[src/rtl/id_ex_stage.sv]
// rtl/id_ex_stage.sv - ID/EX pipeline register with operand forwarding and load-use detection
module id_ex_stage #(
  parameter int XLEN   = 32,
  parameter int REG_AW = 5,
  parameter int OP_W   = 4
) (
  input  logic              clk,
  input  logic              rst,
  input  logic              id_valid,
  input  logic [XLEN-1:0]   id_pc,
  input  logic [REG_AW-1:0] id_rs1,
  input  logic [REG_AW-1:0] id_rs2,
  input  logic [REG_AW-1:0] id_rd,
  input  logic [XLEN-1:0]   id_rs1_data,
  input  logic [XLEN-1:0]   id_rs2_data,
  input  logic [XLEN-1:0]   id_imm,
  input  logic [OP_W-1:0]   id_alu_op,
  input  logic              id_use_imm,
  input  logic              id_use_pc,
  input  logic              id_reg_write,
  input  logic              id_mem_read,
  input  logic              id_mem_write,
  input  logic              flush,
  input  logic              hold,
  input  logic [REG_AW-1:0] exmem_rd,
  input  logic              exmem_reg_write,
  input  logic [XLEN-1:0]   exmem_result,
  input  logic [REG_AW-1:0] memwb_rd,
  input  logic              memwb_reg_write,
  input  logic [XLEN-1:0]   memwb_result,
  output logic              id_stall,
  output logic              ex_valid,
  output logic [XLEN-1:0]   ex_pc,
  output logic [REG_AW-1:0] ex_rd,
  output logic              ex_reg_write,
  output logic              ex_mem_read,
  output logic              ex_mem_write,
  output logic [XLEN-1:0]   ex_store_data,
  output logic [XLEN-1:0]   alu_in_a,
  output logic [XLEN-1:0]   alu_in_b,
  output logic [OP_W-1:0]   alu_op
);

  logic              valid_q;
  logic [XLEN-1:0]   pc_q, rs1_data_q, rs2_data_q, imm_q;
  logic [REG_AW-1:0] rs1_q, rs2_q, rd_q;
  logic [OP_W-1:0]   op_q;
  logic              use_imm_q, use_pc_q, reg_write_q, mem_read_q, mem_write_q;
  logic [XLEN-1:0]   fwd_rs1, fwd_rs2;
  logic              hazard;

  // Youngest producer wins; x0 is hardwired zero and never forwarded.
  always_comb begin
    fwd_rs1 = rs1_data_q;
    if (exmem_reg_write && exmem_rd != '0 && exmem_rd == rs1_q)
      fwd_rs1 = exmem_result;
    else if (memwb_reg_write && memwb_rd != '0 && memwb_rd == rs1_q)
      fwd_rs1 = memwb_result;
  end

  always_comb begin
    fwd_rs2 = rs2_data_q;
    if (exmem_reg_write && exmem_rd != '0 && exmem_rd == rs2_q)
      fwd_rs2 = exmem_result;
    else if (memwb_reg_write && memwb_rd != '0 && memwb_rd == rs2_q)
      fwd_rs2 = memwb_result;
  end

  assign hazard = valid_q && mem_read_q && rd_q != '0 && id_valid &&
                  (rd_q == id_rs1 || rd_q == id_rs2);

  always_ff @(posedge clk or posedge rst) begin
    if (rst) begin
      valid_q     <= 1'b0;
      pc_q        <= '0;
      rs1_q       <= '0;
      rs2_q       <= '0;
      rd_q        <= '0;
      rs1_data_q  <= '0;
      rs2_data_q  <= '0;
      imm_q       <= '0;
      op_q        <= '0;
      use_imm_q   <= 1'b0;
      use_pc_q    <= 1'b0;
      reg_write_q <= 1'b0;
      mem_read_q  <= 1'b0;
      mem_write_q <= 1'b0;
    end else if (flush) begin
      valid_q <= 1'b0;
    end else if (hold) begin
      // Capture forwarded values now so they survive the producers retiring.
      rs1_data_q <= fwd_rs1;
      rs2_data_q <= fwd_rs2;
    end else if (hazard) begin
      valid_q <= 1'b0;
    end else begin
      valid_q     <= id_valid;
      pc_q        <= id_pc;
      rs1_q       <= id_rs1;
      rs2_q       <= id_rs2;
      rd_q        <= id_rd;
      rs1_data_q  <= id_rs1_data;
      rs2_data_q  <= id_rs2_data;
      imm_q       <= id_imm;
      op_q        <= id_alu_op;
      use_imm_q   <= id_use_imm;
      use_pc_q    <= id_use_pc;
      reg_write_q <= id_reg_write;
      mem_read_q  <= id_mem_read;
      mem_write_q <= id_mem_write;
    end
  end

  assign id_stall      = hazard;
  assign ex_valid      = valid_q;
  assign ex_pc         = pc_q;
  assign ex_rd         = rd_q;
  assign ex_reg_write  = valid_q & reg_write_q;
  assign ex_mem_read   = valid_q & mem_read_q;
  assign ex_mem_write  = valid_q & mem_write_q;
  assign ex_store_data = fwd_rs2;
  assign alu_in_a      = use_pc_q  ? pc_q  : fwd_rs1;
  assign alu_in_b      = use_imm_q ? imm_q : fwd_rs2;
  assign alu_op        = op_q;

endmodule

[config.mk]
export PLATFORM = sky130hd
export DESIGN_NAME = id_ex_stage
export DESIGN_NICKNAME = d
export VERILOG_FILES = /design/src/rtl/id_ex_stage.sv
export SDC_FILE = /design/constraint.sdc
export NUM_CORES = 1
export LEC_CHECK = 0
export ABC_AREA = 0
export BUFFER_PORTS_ARGS = -buffer_cell sky130_fd_sc_hd__buf_2
export CAP_MARGIN = 5
export CORE_AREA = 2 2 145 147
export CTS_CLUSTER_SIZE = 20
export DETAILED_ROUTE_END_ITERATION = 8
export DIE_AREA = 0 0 147 149
export HOLD_SLACK_MARGIN = 0.05
export MAX_ROUTING_LAYER = met4
export PLACE_DENSITY = 0.74
export SETUP_SLACK_MARGIN = 0.15
export SYNTH_ARGS = -nofsm -noshare
export SYNTH_HDL_FRONTEND = slang
export SYNTH_SLANG_ARGS = --single-unit
[constraint.sdc]
create_clock -name clk -period 7.5 [get_ports clk]
set_input_delay 0.75 -clock clk [delete_from_list [all_inputs] [get_ports clk]]
set_output_delay 0.75 -clock clk [all_outputs]
set_load 0.01 [all_outputs]
Word level (Yosys, flattened, before mapping) --
Cells that the tools add are included.
Cells by class: equality and inequality tests 8, reduce and logical (&&, ||, !) cells 16, bitwise gates (word level) 6, muxes and demuxes 13
Operators by type and width (count):
- 32-bit 2-to-1 mux | 10
- 5-bit equality test | 6
- 5-bit nonzero test | 3
- 1-bit logical AND | 10
- 2-bit != test (second input constant) | 2
- 1-bit AND | 3
- 1-bit 2-to-1 mux | 3
- 1-bit NOT | 3
- 3-bit AND reduction | 1
- 2-bit AND reduction | 1
- 1-bit logical OR | 1
Word-level totals: input port bits 233, register bits after elaboration 153, output and inout port bits 142

Depth between registers and ports, before layout --
Gate-level depths: netlist of run 1.
word-level depth 7, mapped depth 9

Worst setup path after synthesis of run 1 --
No wires, ideal clock.
path type input to output, from input memwb_rd[3], to output alu_in_a[1], stages 8, path buffers 2, required time 6750 ps, slack 4278 ps, data arrival time 2472 ps, cells stage by stage or4_1 > o21a_1 > nand3_1 > buf_2 > buf_2 > nand2_1 > o2bb2ai_1 > o21ai_0
Between the ends: cells in the longest elaborated chain, start to end 6, elaborated cells between the ends (all ways) 7, classes of those cells eq/ne: 1; mux: 3; reduce/logical: 3
RTL lines:
- start: declaration | line 28 | input logic [REG_AW-1:0] memwb_rd,
- 5-bit nonzero test | line 57 | else if (memwb_reg_write && memwb_rd != '0 && memwb_rd == rs1_q)
- 1-bit logical AND | line 57
- 1-bit logical AND (*) | line 57
- 32-bit 2-to-1 mux (*) | line 57
- 32-bit 2-to-1 mux (*) | line 55 | if (exmem_reg_write && exmem_rd != '0 && exmem_rd == rs1_q)
- 32-bit 2-to-1 mux (*) | line 122 | assign alu_in_a = use_pc_q ? pc_q : fwd_rs1;
- end: declaration | line 39 | output logic [XLEN-1:0] alu_in_a,
Every way passes the cells marked *; elsewhere a longest branch is shown, timed or not.

Final worst setup path of run 1 --
from input memwb_rd[3], to output alu_in_b[1]
Between the ends: cells in the longest elaborated chain, start to end 6, elaborated cells between the ends (all ways) 7, classes of those cells eq/ne: 1; mux: 3; reduce/logical: 3
RTL lines:
- 5-bit nonzero test | line 65 | else if (memwb_reg_write && memwb_rd != '0 && memwb_rd == rs2_q)
- 1-bit logical AND | line 65
- 1-bit logical AND (*) | line 65
- 32-bit 2-to-1 mux (*) | line 65
- 32-bit 2-to-1 mux (*) | line 63 | if (exmem_reg_write && exmem_rd != '0 && exmem_rd == rs2_q)
- 32-bit 2-to-1 mux (*) | line 123 | assign alu_in_b = use_imm_q ? imm_q : fwd_rs2;
- end: declaration | line 40 | output logic [XLEN-1:0] alu_in_b,
Marks and branches as above.

==> results of run 1 <==
final cells by class:
type | count | area, µm²
inverters | 14 | 57.6
fillers | 1910 | 9060
multi-input cells | 688 | 4690
diodes | 7 | 17.5
repair buffers | 388 | 1980
clock inverters | 15 | 156
flip-flops and latches | 153 | 3830
well taps | 275 | 344
clock buffers | 17 | 425
power by group:
group / internal, mW / total, mW / switching (mW)
clock: 0.469 / 0.868 / 0.399
combinational: 0.368 / 0.804 / 0.437
sequential: 0.946 / 1.03 / 0.0797
total: 1.78 / 2.70 / 0.915
kinds of logic (layout without fill, tap and decap cells):
kind of cell,count (synthesis),count (layout)
xor+xnor,30,30
mux,125,125
buf+inv,97,434
flops,153,153
compound gates,235,235
other cells,0,7
simple gates,298,298
layout by cell type (no fill, tap or decap), drive strengths merged, types with 7 or more instances in the layout:
master   instances
mux2           115
diode            7
a221oi          11
a31oi           28
nor2            59
o221a            9
xnor2           18
mux2i           10
nor2b           18
clkbuf          17
dfrtp          153
a21oi           50
a221o           16
o22ai           22
nand2          127
o21ai           51
o31ai           11
xor2            12
nor3            13
buf            388
or4             13
o22a             7
nand2b          11
o2bb2ai         20
inv             21
and3            23
or3             21
routing by layer:
metal  part of all wire, %  vias up  track usage (%)
li1                      -     4052                -
met4                   3.2        0             11.9
met1                    38     4346             35.4
met2                    51      450             53.8
met3                   7.7       60             6.24
met5                     0        -                -
sequential cells by signal, summed over array words and instances, names as in the netlist:
register / count
rs2_q: 5
use_imm_q: 1
imm_q: 32
reg_write_q: 1
ex_pc: 32
mem_write_q: 1
alu_op: 4
rs2_data_q: 32
ex_valid: 1
use_pc_q: 1
mem_read_q: 1
rs1_data_q: 32
ex_rd: 5
rs1_q: 5
metrics by stage:
| stage | instances | utilization, % |
|---|---|---|
| after global placement | 1518 | 53.0 |
| after detailed placement | 1518 | 53.0 |
| after global routing | 1557 | 55.9 |
| final | 1557 | 55.9 |
| after CTS | 1550 | 55.8 |
| after floorplan | 938 | - |
worst register-to-register path: cells and delay by family, from the launching register on:
| kind | cells | cell delay, ns |
|---|---|---|
| AO/OA/AOI/OAI | 4 | 1.00 |
| buffers and inverters | 1 | 0.58 |
| AND/OR/NAND/NOR | 2 | 0.68 |
| flip-flops | 1 | 0.47 |
worst max-delay path by stage:
stage                           start          end  slack [ns]  cells after the start
after floorplan                   rst    alu_op[0]        2.63                      1
after global placement    memwb_rd[3]  alu_in_b[1]        3.34                      8
after detailed placement  memwb_rd[3]  alu_in_b[1]        3.30                      8
after CTS                 memwb_rd[3]  alu_in_b[1]        3.28                      8
after global routing      memwb_rd[3]  alu_in_b[1]        3.15                      8
final                     memwb_rd[3]  alu_in_b[1]        3.26                      8
==> summary.txt, run 1 <==
Critical path
  – Crit path arrival time: 3.49 ns
  – Buf/Inv on CP: 2
  – Slowest cell delay on critical path: 0.66 ns
  – Largest fanout on the critical path: 32
  – R2R setup slack: about 4.7 ns
  – CP endpoint kind: output pin
  – Critical Path RT: 6.75 ns
  – R2R depth: 7
  – CP Launch Type: primary input
  – Most used cell, CP: buf_2
  – Family with the most delay on the worst path: simple AND/OR/NAND/NOR gates
  – Worst-path cell chain: buf_2 > or4_1 > o21a_1 > nand3_2 > nand2_1 > a31oi_1 > mux2_2 > buf_2
  – Critical setup path kind: in2out
  – Worst reg2reg endpoint: rs1_data_q[0]
  – Crit Reg-Reg Startpoint: ex_rd[1]
  – Slowest-stage cell, CP: nand3_2

STA
  – Least-Margin Pin Slew: 0.964 ns
  – Worst setup margin: 3.26 ns
  – Final hold slack: 0.445 ns
  – Tcrit/Tclk final: 56.5%
  – Max_slew headroom: 35.7%
  – Min Clock Period, post-route: between 4 and 5 ns
  – Worst Skew: ~0.012 ns
  – Max-slew violation count: 0
  – Max Freq: about 240 MHz
  – Hold Fails Final Rpt: 0
  – RSZ-0062 raised after global routing: false
  – Post-route setup TNS: 0 ns
  – Final setup fails: 0

Route
  – Antenna Nets Post-Route: 0
  – Avg WL per Cell: 21.8 µm
  – Via count: 8908
  – Final wirelength: between 30 and 40 mm
  – Pre-antenna DRT Iters: 7
  – Remaining DRCs: 0
  – Vias per cell: 5.72
  – Iter 0 DRT Violations: just under 600

Flow run
  – Max-cap violation count: 0

Global route
  – First-pass GRT wire length: between 50 and 60 mm
  – Pin count of the biggest net entering global routing: 85
  – Vias in the first global route: 8818
  – Grt total ovfl: 0
  – Initial antenna violation count: 7
  – GRT Total Usage: a little under a third

CTS
  – H-tree Lvls: 4
  – Post-CTS Resized: 0
  – Root Driver: clkbuf_16
  – CTS Buf Count: 17
  – Clock slew seen by the registers of the worst setup and hold paths: roughly 0.070 ns
  – Clock Latency Late Sink: 0.43 ns
  – CTS max path bufs: 2
  – Post-CTS Hold Buffers: 0
  – CTS tree: yes
  – Setup Fix Bufs, Post-CTS: 0
  – Clk sink count: 153

Yosys
  – Most frequent cells after synthesis: dfrtp_1, nand2_1, mux2_2
  – Largest family of logic cells by synthesized area: compound AO/OA/AOI/OAI gates
  – Syn avg cell area: 9.54 µm²
  – Synth Instances: 938
  – Area leader, netlist: dfrtp_1
  – Post-synth top flop: dfrtp_1
  – Mapped Area: 0.00894 mm²
  – Warnings from Yosys: 0
  – Cell variety after synth: 43
  – Post-synthesis adder-cell area fraction: 0%
  – Register area share after synthesis: 42.8%
  – Syn nets: 1171
  – Largest cells by area after synthesis: dfrtp_1, mux2_2, mux2_1, nand2_1, o21ai_0
  – Area share of xor/xnor cells in the synthesized design: 2.94%
  – Synth async-reset ratio: 100%
  – Most frequent cell after synthesis: dfrtp_1
  – Mux cell area share after synthesis: 15.6%
  – Complex-gate fraction of the synthesized area: 17.8%
  – Synthesized flop and latch total: 153
  – Simple-gate share of the synthesized area: 15.7%
  – Top cell type's share of synthesized area: 42.8%
  – EDFF count, synth: 0

Floorplanning
  – CORE AREA: 0.0206 mm²
  – Die Span X: 147 µm
  – Die height: about 150 µm
  – Initial Util: 43.5%
  – Ports: 375
  – FP Rows: 53
  – Die area: 0.0219 mm²

Final layout
  – # nets final: 1495
  – Area growth syn-to-layout: 28.5%
  – Share of cells above drive strength 1: 40.6%
  – Post-Layout Inst Area: 0.0115 mm²

Power
  – PD cells: 235 mW/mm²
  – Static leakage: 5.35 nW
  – Max VDD drop: 0.152 mV
  – Total power: between 2 and 3 mW

Run status
  – Outcome: completed

Min path
  – Worst hold path class: in2async

Placement
  – RD Place Congestion: 0.882
  – Place WS: 3.30 ns
  – Placed cell areas: approximately 0.011 mm²
  – Post-detail-place hpwl: about 25 mm
  – Port Buffers: ~370
Power figures use the tool's default switching activity.
==> run 2, diff against run 1 <==
CORE_AREA = unset   (was 2 2 145 147)
CORE_UTILIZATION = 44   (was unset)
DIE_AREA = unset   (was 0 0 147 149)
PLACE_DENSITY = 0.77   (was 0.74)
clock period = 3.4 ns   (was 7.5 ns; I/O delays follow)
==> run 2 against run 1 <==
Sequential power up 120%. Final area up 1.6%. Utilization up 3.3 points. Wire length down 2.0%. Setup slack worse by 3.1 ns. Count of clock-buffer cells in the layout up 3. Clock power up 130%. Clock skew up 0.0082 ns. First-iteration DRC count up 60%. Via count about the same. Register-to-register slack worse by 3.8 ns. Final cell count about the same. Largest power group unchanged. Highest routed layer unchanged.
==> summary.txt, run 2 (synthesis results as in run 1) <==
CTS
  – Clock slew seen by the registers of the worst setup and hold paths: 0.07 ns (about the same)
  – CTS Buf Count: 17 (unchanged)
  – Clk sink count: 153 (unchanged)
  – Clock Latency Late Sink: 0.43 ns (about the same)
  – Root Driver: clkbuf_16
  – H-tree Lvls: 4 (unchanged)
  – CTS tree: yes
  – Post-CTS Hold Buffers: 0 (unchanged)
  – CTS max path bufs: 2 (unchanged)
  – Setup Fix Bufs, Post-CTS: 0 (unchanged)

STA
  – Post-route setup TNS: 0 ns (unchanged)
  – Worst Skew: 0.0201 ns (+0.00817 ns)
  – Max-slew violation count: 0 (unchanged)
  – Final setup fails: 0 (unchanged)
  – Max_slew headroom: 33.9% (-1.8 points)
  – Min Clock Period, post-route: 3.24 ns
  – RSZ-0062 raised after global routing: true
  – Max Freq: 308 MHz
  – Tcrit/Tclk final: between 90 and 100%
  – Least-Margin Pin Slew: 0.991 ns (+0.0266 ns)
  – Hold Fails Final Rpt: 0 (unchanged)

Global route
  – Pin count of the biggest net entering global routing: 154 (+81%)
  – Initial antenna violation count: 8 (+1)
  – Vias in the first global route: 8206 (-6.9%)
  – GRT Total Usage: 32.2% (+1.3 points)
  – Grt total ovfl: 0 (unchanged)
  – First-pass GRT wire length: 48.1 mm (-4.2%)

Final layout
  – Share of cells above drive strength 1: 41.0% (+0.32 points)
  – Commonest non-fill, non-tap cell in the layout: buf_2
  – Area growth syn-to-layout: 30.6%
  – Commonest non-fill, non-tap cells in the layout: buf_2, dfrtp_1, nand2_1
  – Fin cells: 1556 (-0.064%)
  – # nets final: 1502 (+0.47%)

Power
  – Max VDD drop: 0.327 mV (+110%)
  – Clock power share: 32.9% (+0.7 points)
  – NetSw: 1.96 mW (+110%)
  – Static leakage: 5.43 nW (+1.4%)
  – PD cells: 519 mW/mm² (+120%)
  – Total power: 6.07 mW (+120%)
  – Sw frac: 32.4% (-1.6 points)
  – Sequential Power Share: 37.9% (about the same)
  – Gate power share: 29.2% (-0.6 points)
  – Pint: 4.10 mW (+130%)

Critical path
  – Critical setup path kind: reg2out
  – CP endpoint kind: output pin
  – Crit path arrival time: 2.90 ns (-0.59 ns)
  – Largest fanout on the critical path: 34 (+6.3%)
  – CP Launch Type: flop
  – Critical Path RT: 3.06 ns (-3.69 ns)

Route
  – Iter 0 DRT Violations: 939 (+60%)
  – Avg WL per Cell: 21.4 µm (-2.0%)
  – Via count: 8914 (+0.067%)
  – Final wirelength: 33.3 mm (-2.0%)
  – Remaining DRCs: 0 (unchanged)
  – Pre-antenna DRT Iters: 5 (-2)
  – Vias per cell: 5.73 (+0.13%)
  – Antenna Nets Post-Route: 0 (unchanged)

Floorplanning
  – Die Span X: 145 µm (-1.6%)
  – Die height: 145 µm (-3.0%)
  – Die area: 0.0209 mm² (-4.6%)
  – Initial Util: 45.4% (+1.9 points)
  – FP Rows: 51 (-3.8%)
  – Ports: 375 (unchanged)
  – CORE AREA: 0.0197 mm² (-4.1%)

Min path
  – Worst hold path class: in2async

Run status
  – Outcome: completed

Placement
  – Port Buffers: 374 (unchanged)
  – Post-detail-place hpwl: 24.5 mm (-1.6%)
  – RD Place Congestion: 0.960 (+8.8%)
  – Placed instance count: 1514 (-0.26%)

Flow run
  – Max-cap violation count: 0 (unchanged)
## run 2: cell type report
type                            count  area, µm²
Inverter                           14       56.3
Clock inverter                     12        165
Fill cell                        1773       8030
Sequential cell                   153       3830
Clock buffer                       20        447
Antenna cell                        9       22.5
Tap cell                          265        332
Timing Repair Buffer              395       2130
Multi-Input combinational cell    688       4700
## run 2: layer usage
metal	vias to the layer above	part of all wire (%)	wire (µm)	GRT usage, %
met5	-	0	0	-
li1	4063	-	-	-
met3	56	8.5	2820	6.56
met1	4272	43	14200	43.3
met2	523	47	15500	47.5
met4	0	2.3	760	12.4
## run 2: worst max-delay path, cell delays in order, from the launching register on
cell       delay [ns]
dfrtp_1          0.44
xnor2_1          0.20
nand3_1          0.12
or4_2            0.74
clkbuf_16        0.26
a31o_2           0.24
o21ai_0          0.26
buf_2            0.21
## run 2: power groups by stage
stage | logic [mW] | registers [mW] | clock network, mW
2_1_floorplan | 1.04 | 2.29 | 0
3_3_place_gp | 1.73 | 2.31 | 0
3_5_place_dp | 1.76 | 2.32 | 0
4_1_cts | 1.76 | 2.29 | 2.04
5_1_grt | 1.94 | 2.33 | 2.10
6_report | 1.77 | 2.30 | 2.00
## run 2: what timing repair did
action	in CTS	in global routing
endpoints found under the setup margin	5	9
cloned	0	1
gates resized for setup	1	3
## run 2: metrics by stage
stage                     instance area (µm²)  utilization (%)  hold slack, ns  worst slack (ns)
after floorplan                          8950                -           0.449             0.975
after CTS                               11600             58.9           0.109             0.193
after global routing                    11700             59.2           0.112             0.106
after global placement                  11000             55.8           0.460             0.274
final                                   11700             59.3           0.102             0.158
after detailed placement                11000             55.8           0.470             0.214
## run 2: path summary, 6_finish.rpt
| check | from | end | slack [ns] | cells past startpoint |
|---|---|---|---|---|
| worst max-delay path | rs2_q[2] | alu_in_b[15] | 0.16 | 7 |
| worst min-delay path | rst | mem_write_q | 0.10 | 3 |
| worst max register to register | ex_rd[1] | rs1_data_q[9] | 0.82 | 7 |
| worst min register to register | imm_q[25] | imm_q[25] | 0.48 | 1 |
| max in group asynchronous | rst | rs2_data_q[23] | 2.57 | 3 |
| min in group clk | id_imm[29] | imm_q[29] | 0.12 | 2 |
==> run 3, diff against run 2 <==
CORE_AREA = 2 2 147 149   (was unset)
CORE_UTILIZATION = unset   (was 44)
DIE_AREA = 0 0 149 151   (was unset)
PLACE_DENSITY = 0.73   (was 0.77)
clock period = 3.05 ns   (was 3.4 ns; I/O delays follow)
==> run 3 against run 2 <==
Sequential cell count stayed put. Via count is 5.1% higher. Combinational power increased by 26%. Count of clock-buffer cells in the layout down 3. Final cell count grew 3.5%. Utilization is 1.0 points higher. Total power is 15% higher. Sequential share of layout area down 2.3 points. Critical path depth increased by 2. Largest power group unchanged. Global-route usage is 0.70 points lower. Final area up 7.5%. First-iteration DRC count fell by 9.3%.
==> summary.txt, run 3 (synthesis results as in run 1) <==
STA
  – Worst Skew: 0.00953 ns (-0.0106 ns)
  – Max_slew headroom: 46.8% (+13 points)
  – RSZ-0062 raised after global routing: true
  – Final setup fails: 0 (unchanged)
  – Max Freq: 338 MHz
  – Least-Margin Pin Slew: 0.796 ns (-0.195 ns)
  – Tcrit/Tclk final: 96.9%
  – Max-slew violation count: 0 (unchanged)
  – Hold Fails Final Rpt: 0 (unchanged)
  – Worst setup margin: 0.0954 ns (-0.0631 ns)
  – Post-route setup TNS: 0 ns (unchanged)
  – Min Clock Period, post-route: ~3 ns

Power
  – Total power: 6.95 mW (+15%)
  – PD cells: 554 mW/mm² (+6.7%)
  – Static leakage: 5.74 nW (+5.7%)
  – Max VDD drop: 0.363 mV (+11%)

Floorplanning
  – Initial Util: 43.0% (-2.4 points)
  – Die area: 0.0225 mm² (+7.6%)
  – Die height: 151 µm (+4.4%)
  – CORE AREA: 0.0208 mm² (+5.6%)
  – Ports: 375 (unchanged)
  – Die Span X: 149 µm (+3.1%)
  – FP Rows: 53 (+3.9%)

CTS
  – Clock slew seen by the registers of the worst setup and hold paths: 0.07 ns (about the same)
  – CTS tree: yes
  – H-tree Lvls: 4 (unchanged)
  – Clk sink count: 153 (unchanged)
  – Clock Latency Late Sink: 0.43 ns (about the same)
  – CTS Buf Count: 17 (unchanged)
  – Root Driver: clkbuf_16
  – CTS max path bufs: 2 (unchanged)

Global route
  – First-pass GRT wire length: 52.0 mm (+8.0%)
  – Pin count of the biggest net entering global routing: 67 (-56%)
  – Initial antenna violation count: 6 (-2)
  – Grt total ovfl: 0 (unchanged)
  – Vias in the first global route: 9098 (+11%)
  – GRT Total Usage: 31.5% (-0.70 points)

Critical path
  – Critical Path RT: 2.74 ns (-0.32 ns)
  – R2R depth: 6 (-1)
  – Crit path arrival time: 2.65 ns (-0.25 ns)
  – Critical path depth: 9 (+2)
  – CP endpoint kind: output pin
  – Largest fanout on the critical path: 10 (-71%)
  – CP Launch Type: flop
  – Worst-path cell chain: xnor2_1 > nand3_1 > or4_4 > buf_12 > buf_6 > buf_4 > a31oi_4 > mux2_2 > buf_2
  – Slowest-stage cell, CP: or4_4
  – Buf/Inv on CP: 4 (+2)
  – Family with the most delay on the worst path: simple AND/OR/NAND/NOR gates
  – Critical setup path kind: reg2out
  – Slowest cell delay on critical path: 0.56 ns (-0.18 ns)

Final layout
  – Commonest non-fill, non-tap cells in the layout: buf_2, dfrtp_1, nand2_1
  – # nets final: 1547 (+3.0%)
  – Post-Route Utilization: 60.3% (+1.0 points)
  – Commonest non-fill, non-tap cell in the layout: buf_2
  – Fin cells: 1610 (+3.5%)
  – Area growth syn-to-layout: 40.4%
  – Filler cell count: 1767 (-0.34%)
  – Share of cells above drive strength 1: 47.1% (+6.1 points)

Route
  – Via count: 9371 (+5.1%)
  – Iter 0 DRT Violations: 852 (-9.3%)
  – Avg WL per Cell: 22.5 µm (+5.4%)
  – Antenna Nets Post-Route: 0 (unchanged)
  – Final wirelength: 36.3 mm (+9.1%)
  – Vias per cell: 5.82 (+1.6%)
  – Pre-antenna DRT Iters: 7 (+2)
  – Remaining DRCs: 0 (unchanged)

Placement
  – Port Buffers: 374 (unchanged)
  – Post-detail-place hpwl: 25.2 mm (+3.1%)
  – Placed instance count: 1540 (+1.7%)
  – Place WS: 0.0843 ns (-0.130 ns)
  – RD Place Congestion: 0.917 (-4.6%)

Min path
  – Worst hold path class: in2reg
  – Cell depth of the worst min-delay path: 2

Run status
  – Outcome: completed

Flow run
  – Max-cap violation count: 0 (unchanged)
## run 3: report_power, final
group / leakage, nW / internal [mW] / switching (mW)
sequential: 1.77 / 2.33 / 0.236
combinational: 3.68 / 1.07 / 1.16
clock: 0.291 / 1.16 / 0.995
## run 3: metrics by stage
step           hold slack, ns  cell area (µm²)
6_report               0.0860            12600
3_3_place_gp            0.436            11200
3_5_place_dp            0.442            11200
5_1_grt                0.0718            12500
4_1_cts                0.0737            12000
2_1_floorplan           0.440             8950
## run 3: final cells by class
| cell class | instances | area, µm² | area share, % |
|---|---|---|---|
| Antenna cell | 8 | 20.0 | 0.159 |
| Clock buffer | 17 | 425 | 3.39 |
| Clock inverter | 15 | 159 | 1.27 |
| Inverter | 14 | 56.3 | 0.448 |
| Multi-Input combinational cell | 690 | 5100 | 40.6 |
| Sequential cell | 153 | 3830 | 30.5 |
| Tap cell | 275 | 344 | 2.74 |
| Timing Repair Buffer | 438 | 2620 | 20.9 |
## run 3: layer usage
| metal | global-route usage, % | up-vias | wire length (µm) |
|---|---|---|---|
| met5 | - | - | 0 |
| met4 | 13.1 | 0 | 1420 |
| met2 | 51.3 | 563 | 17500 |
| met1 | 38.4 | 4554 | 14100 |
| li1 | - | 4158 | - |
| met3 | 6.39 | 96 | 3230 |
## run 3: worst paths after layout
| check | slack [ns] | from | endpoint |
|---|---|---|---|
| worst min-delay path | 0.09 | id_use_pc | use_pc_q |
| max in group asynchronous | 1.75 | rst | ex_pc[30] |
| min in group asynchronous | 0.53 | rst | ex_pc[18] |
| worst max-delay path | 0.1 | rs2_q[2] | alu_in_b[3] |
| worst min register to register | 0.48 | imm_q[22] | imm_q[22] |
| worst max register to register | 0.47 | ex_rd[1] | ex_pc[27] |
## run 3: repair_timing
| action | 4_1_cts | 5_1_grt |
|---|---|---|
| resized for setup | 19 | 72 |
| setup buffers | 11 | 11 |
| gates cloned | 4 | 3 |
| hold buffers | 1 | 0 |
| endpoints found under the hold margin | 22 | 0 |
| endpoints found under the setup margin | 92 | 46 |
| pin swaps | 6 | 6 |
